==> src/rtl/lfsr_decrypt_engine.sv <==
// lfsr_decrypt_engine
//   Decrypts a space-preamble LFSR-encrypted byte stream. The first byte is
//   always an encrypted space, so the LFSR start state is recovered from it.
//   The remaining preamble bytes are dropped and payload bytes are emitted
//   through a single-entry output buffer.
//
//   Optional feature macro: LFSR_TAP_SEARCH_EN. When it is defined, the Taps
//   input is ignored. The engine picks the feedback taps from a fixed
//   candidate table by checking each candidate against the preamble.
//
// Ports
//   Clk, Reset        clock (rising edge), synchronous active-high reset
//   Start             one-cycle pulse in IDLE; latches Taps, PreLen, MsgLen
//   Taps              LFSR feedback tap mask
//   PreLen            leading space byte count (0 is treated as 1)
//   MsgLen            total encrypted bytes including the preamble
//   InValid/InReady   encrypted byte handshake, InData carries the byte
//   OutValid/OutReady plaintext byte handshake, OutData carries the byte
//   Busy              high while seeding or running
//   Done              one-cycle pulse when the message completes
//   TapErr            sticky tap-search failure (0 without the feature)
module lfsr_decrypt_engine #(
  parameter int W  = 8,
  parameter int L  = 7,
  parameter int CW = 8
) (
  input  logic          Clk,
  input  logic          Reset,
  input  logic          Start,
  input  logic [L-1:0]  Taps,
  input  logic [5:0]    PreLen,
  input  logic [CW-1:0] MsgLen,
  input  logic          InValid,
  output logic          InReady,
  input  logic [W-1:0]  InData,
  output logic          OutValid,
  input  logic          OutReady,
  output logic [W-1:0]  OutData,
  output logic          Busy,
  output logic          Done,
  output logic          TapErr
);

  localparam logic [W-1:0]  SPACE = W'(32'h20);
  localparam logic [CW-1:0] ONE   = CW'(1);

  typedef enum logic [1:0] {S_IDLE, S_SEED, S_RUN, S_DONE} state_t;

  function automatic logic [L-1:0] lfsr_next(input logic [L-1:0] s,
                                             input logic [L-1:0] t);
    return {s[L-2:0], ^(s & t)};
  endfunction

  state_t        st, st_nxt;
  logic [5:0]    pre_q;
  logic [CW-1:0] len_q;
  logic [CW-1:0] idx;
  logic [W-1:0]  out_data;
  logic          out_valid;
  logic          done_q;

  logic [L-1:0]  ks_state;    // keystream state applied to the current byte
  logic [L-1:0]  seed_state;  // start state recovered from byte 0
  logic [W-1:0]  plain;
  logic          accept;
  logic          is_pre;
  logic          last_byte;

  assign accept     = InValid && InReady;
  assign is_pre     = idx < {{(CW-6){1'b0}}, pre_q};
  assign last_byte  = (idx == len_q - ONE);
  assign seed_state = InData[L-1:0] ^ SPACE[L-1:0];
  assign plain      = InData ^ {{(W-L){1'b0}}, ks_state};

  assign OutValid = out_valid;
  assign OutData  = out_data;
  assign Done     = done_q;
  assign Busy     = (st == S_SEED) || (st == S_RUN);

  always_comb begin
    st_nxt  = st;
    InReady = 1'b0;
    case (st)
      S_IDLE: begin
        if (Start) st_nxt = (MsgLen == '0) ? S_DONE : S_SEED;
      end
      S_SEED: begin
        InReady = 1'b1;
        if (accept) st_nxt = (len_q == ONE) ? S_DONE : S_RUN;
      end
      S_RUN: begin
        InReady = !out_valid || OutReady;
        if (accept && last_byte) st_nxt = S_DONE;
      end
      S_DONE: begin
        if (!out_valid) st_nxt = S_IDLE;
      end
      default: st_nxt = S_IDLE;
    endcase
  end

  always_ff @(posedge Clk) begin
    if (Reset) begin
      st        <= S_IDLE;
      pre_q     <= '0;
      len_q     <= '0;
      idx       <= '0;
      out_data  <= '0;
      out_valid <= 1'b0;
      done_q    <= 1'b0;
    end else begin
      st     <= st_nxt;
      done_q <= (st == S_DONE) && !out_valid;
      // Drain first; a load in the same cycle below overrides the clear.
      if (out_valid && OutReady) out_valid <= 1'b0;
      case (st)
        S_IDLE: begin
          if (Start) begin
            pre_q <= (PreLen == '0) ? 6'd1 : PreLen;
            len_q <= MsgLen;
            idx   <= '0;
          end
        end
        S_SEED: begin
          if (accept) idx <= ONE;
        end
        S_RUN: begin
          if (accept) begin
            idx <= idx + ONE;
            if (!is_pre) begin
              out_data  <= plain;
              out_valid <= 1'b1;
            end
          end
        end
        default: ;
      endcase
    end
  end

`ifdef LFSR_TAP_SEARCH_EN
  localparam int unsigned NC = 9;

  function automatic logic [L-1:0] cand(input int unsigned i);
    case (i)
      0:       return 7'h60;
      1:       return 7'h48;
      2:       return 7'h78;
      3:       return 7'h72;
      4:       return 7'h6A;
      5:       return 7'h69;
      6:       return 7'h5C;
      7:       return 7'h7E;
      8:       return 7'h7B;
      default: return 7'h60;
    endcase
  endfunction

  logic [L-1:0]  sh [NC];
  logic [NC-1:0] alive;
  logic          tap_err;

  // Lowest-index alive candidate wins; candidate 0 when none survive.
  always_comb begin
    ks_state = sh[0];
    for (int unsigned c = 0; c < NC; c++) begin
      if (alive[NC-1-c]) ks_state = sh[NC-1-c];
    end
  end

  always_ff @(posedge Clk) begin
    if (Reset) begin
      for (int unsigned c = 0; c < NC; c++) sh[c] <= '0;
      alive   <= '0;
      tap_err <= 1'b0;
    end else begin
      if (st == S_IDLE && Start) begin
        alive   <= '1;
        tap_err <= 1'b0;
      end
      if (st == S_SEED && accept) begin
        for (int unsigned c = 0; c < NC; c++)
          sh[c] <= lfsr_next(seed_state, cand(c));
      end
      if (st == S_RUN && accept) begin
        for (int unsigned c = 0; c < NC; c++) begin
          sh[c] <= lfsr_next(sh[c], cand(c));
          if (is_pre && ((InData ^ {{(W-L){1'b0}}, sh[c]}) != SPACE))
            alive[c] <= 1'b0;
        end
        if (!is_pre && alive == '0) tap_err <= 1'b1;
      end
    end
  end

  assign TapErr = tap_err;
`else
  logic [L-1:0] taps_q;
  logic [L-1:0] lfsr;

  always_ff @(posedge Clk) begin
    if (Reset) begin
      taps_q <= '0;
      lfsr   <= '0;
    end else begin
      if (st == S_IDLE && Start) taps_q <= Taps;
      if (st == S_SEED && accept)
        lfsr <= lfsr_next(seed_state, taps_q);
      else if (st == S_RUN && accept)
        lfsr <= lfsr_next(lfsr, taps_q);
    end
  end

  assign ks_state = lfsr;
  assign TapErr   = 1'b0;
`endif

endmodule

==> config.mk <==
export PLATFORM = sky130hd
export DESIGN_NAME = lfsr_decrypt_engine
export DESIGN_NICKNAME = d
export VERILOG_FILES = /design/src/rtl/lfsr_decrypt_engine.sv
export SDC_FILE = /design/constraint.sdc
export NUM_CORES = 1
export LEC_CHECK = 0
export BUFFER_PORTS_ARGS = -buffer_cell sky130_fd_sc_hd__buf_2
export CORE_MARGIN = 4
export CORE_UTILIZATION = 36
export DETAILED_ROUTE_END_ITERATION = 10
export GPL_TIMING_DRIVEN = 0
export SYNTH_ARGS = -nofsm -noshare
export SYNTH_HDL_FRONTEND = slang
export SYNTH_SLANG_ARGS = --single-unit
==> constraint.sdc <==
create_clock -name Clk -period 2.9 [get_ports Clk]
set_clock_uncertainty 0.2 [all_clocks]
set_input_delay 0.58 -clock Clk [delete_from_list [all_inputs] [get_ports Clk]]
set_output_delay 0.58 -clock Clk [all_outputs]
set_load 0.01 [all_outputs]
==> run metrics <==
status finished, final reports clean; design area 0.00314 mm2; initial detailed-routing violation count 129; number of global-route vias before repair 2184; clock root buffer clkbuf_8; Initial DRT Pass Iterations 4; Post-Syn Instances 333; Buffers on Ports 44; Via-to-Cell Ratio 4.83; largest net degree at the start of global routing 15; f_max 383 MHz; Reg area 961 um2; layout cell share with drive strength beyond 1 17.4%; worst min path class reg -> reg; max_cap viols 0; routed metal-1 wirelength 3.38 mm; die area 0.00876 mm2; row count 30; Netlist Area Pre-Place 0.00264 mm2; area delta synth->final 18.9%; post-synthesis net count 379; dominant cell type by area after synthesis dfxtp_1; #FFs+latches synth 48; Worst EP arrival 2650 ps; DP Worst Slack 82.8 ps; final wirelength 6.55 mm; WL per Instance 13.5 um; Power Internal 0.00129 W; Sink Count 48; Tot GR Track Use 15.8%; clk slew on worst S/H paths 90 ps; H-tree depth 2; worst-margin pin slew 565 ps; DRC viols 0; filler cell count 727; sequential group share of total power 39.1%; met2 wire len 2.86 mm; GR Overflow Total 0; crit start category register; sw power 0.000758 W; leading register cell type out of synthesis dfxtp_1; switching share of power 37.0%; fin crit period 2610 ps; # diodes 0; sequential share of the synthesized area 36.4%; Core Area 0.00694 mm2; final slew viol count 0; # setup viols final 0; critical path type reg -> reg; RSZ-0062 raised after global routing no; Routed Antenna Nets 0; CTS Buf Count 5; CP required 2930 ps; final hold violation count 0; Final period util 90.1%; Post-DP HPWL 5.01 mm; worst setup margin 288 ps; Avg Cell Area, Syn 7.92 um2; global-route wire length before repair 10.8 mm; Worst VDD drop 0.327 mV; Syn. warnings 0; setup_tns 0 ps; pwr/cell area 653 mW/mm2; top cell type's share of synthesized area 36.4%; Comb pwr share 36.9%; Cell variety after synth 43; top post-synthesis cells by area dfxtp_1 (36%), nand2_1 (9.5%), xnor2_1 (8.0%); Cell Area, Placed 0.00298 mm2; CP max FO 10; Clock Tree Buf Depth 2; Lkg Pwr 1.22 nW; Rel. slew slack 62.3%; clock share of power 24.0%; WHS 262 ps; chip height 93.6 um; Post-synth EDFFs 0; top layer in use met4; starting density of the core 38.0%; Die Wd 93.6 um; area of the multi-input gates 0.00156 mm2; Hold Buf Count CTS 0; CTS tree yes; DR vias 2345; CP Capture Type register; fin nets 435; met3 routed wirelength 253 um; Inst Count DP 473; Async SR Flop Fraction 0%; IO Count 47; fin cells 486; Worst-Skew Late Latency 300 ps; antenna violations before repair 0; Routability Congestion 0.837
-- state kept, by name (all words and copies together) (netlist names) --
name	count
Done	1
OutData	8
OutValid	1
idx	8
ks_state	7
len_q	8
pre_q	6
st	2
taps_q	7
-- power by group through the flow --
stage | clock network (W) | logic (W) | registers [W]
after floorplan | 0 | 0.000570 | 0.000798
after global placement | 0 | 0.000740 | 0.000814
after detailed placement | 0 | 0.000753 | 0.000816
after CTS | 0.000503 | 0.000756 | 0.000801
after global routing | 0.000529 | 0.000853 | 0.000812
final | 0.000491 | 0.000756 | 0.000801
-- critical path, cell delays in order, from the launching register on --
cell and delay [ps]:
dfxtp_1 430, inv_1 100, ha_1 380, nand2_1 120, or2_1 230, buf_6 140
a21oi_4 260, nand4_2 170, or3_1 370, a21oi_1 130
-- cells in the mapped netlist, drive strengths merged (4+ instances only) --
cell / number
nand2: 67
o21ai: 8
buf: 5
ha: 12
dfxtp: 48
xor2: 9
mux2i: 6
clkbuf: 13
nor3: 10
nand4: 6
nor2: 36
a211oi: 15
inv: 11
xnor2: 24
a21oi: 28
nand2b: 4
-- repair_timing --
| action | 4_1_cts | 5_1_grt |
|---|---|---|
| endpoints found under the setup margin | 0 | 8 |
| buffers inserted | 0 | 5 |
| gates resized for setup | 0 | 4 |
-- metal layers --
layer,track usage (%),up-vias
li1,-,1232
met1,23.1,1063
met2,23.2,48
met3,2.49,2
met4,5.78,0
met5,0,-
-- worst paths after layout --
kind	endpoint	slack [ps]	start	depth (start not counted)
worst min register to register	pre_q[5]	260	pre_q[5]	2
worst max register to register	idx[7]	290	st[1]	9
worst min-delay path	pre_q[5]	260	pre_q[5]	2
worst max-delay path	idx[7]	290	st[1]	9
-- stage by stage --
stage	power [W]	utilization (%)
final	0.00205	45.2
after global routing	0.00219	45.2
after CTS	0.00206	44.4
after detailed placement	0.00157	42.9
after global placement	0.00155	42.9
after floorplan	0.00137	-
-- cell families after synthesis --
kind of cell | Yosys count | share of synthesized area (%)
muxes | 6 | 2.28
adders and majority gates | 12 | 5.69
DFF | 48 | 36.4
and+or+nand+nor | 143 | 24.8
other | 1 | 0.142
AOI/OAI and AO/OA | 61 | 14.9
xor gates and xnor gates | 33 | 11.0
buffers and inverters | 29 | 4.79
-- layout make-up --
type	instances	share of cell area (%)
inverters	11	1.32
multi-input cells	256	49.7
flip-flops and latches	48	30.6
well taps	96	3.83
plain buffers	18	2.87
repair buffers	49	8.22
clock buffers	6	2.31
clock inverters	2	1.12
-- cells in the final DEF (no fill, tap or decap), types with 11 or more instances in the layout --
cell type / netlist / routed
ha_1: 12 / 12
dfxtp_1: 48 / 48
buf_2: 2 / 44
a211oi_1: 15 / 15
xnor2_1: 24 / 24
inv_1: 11 / 11
clkbuf_1: 13 / 14
a21oi_1: 26 / 26
nand2_1: 67 / 67
nor2_1: 36 / 36
(Power assumes the default switching activity.)
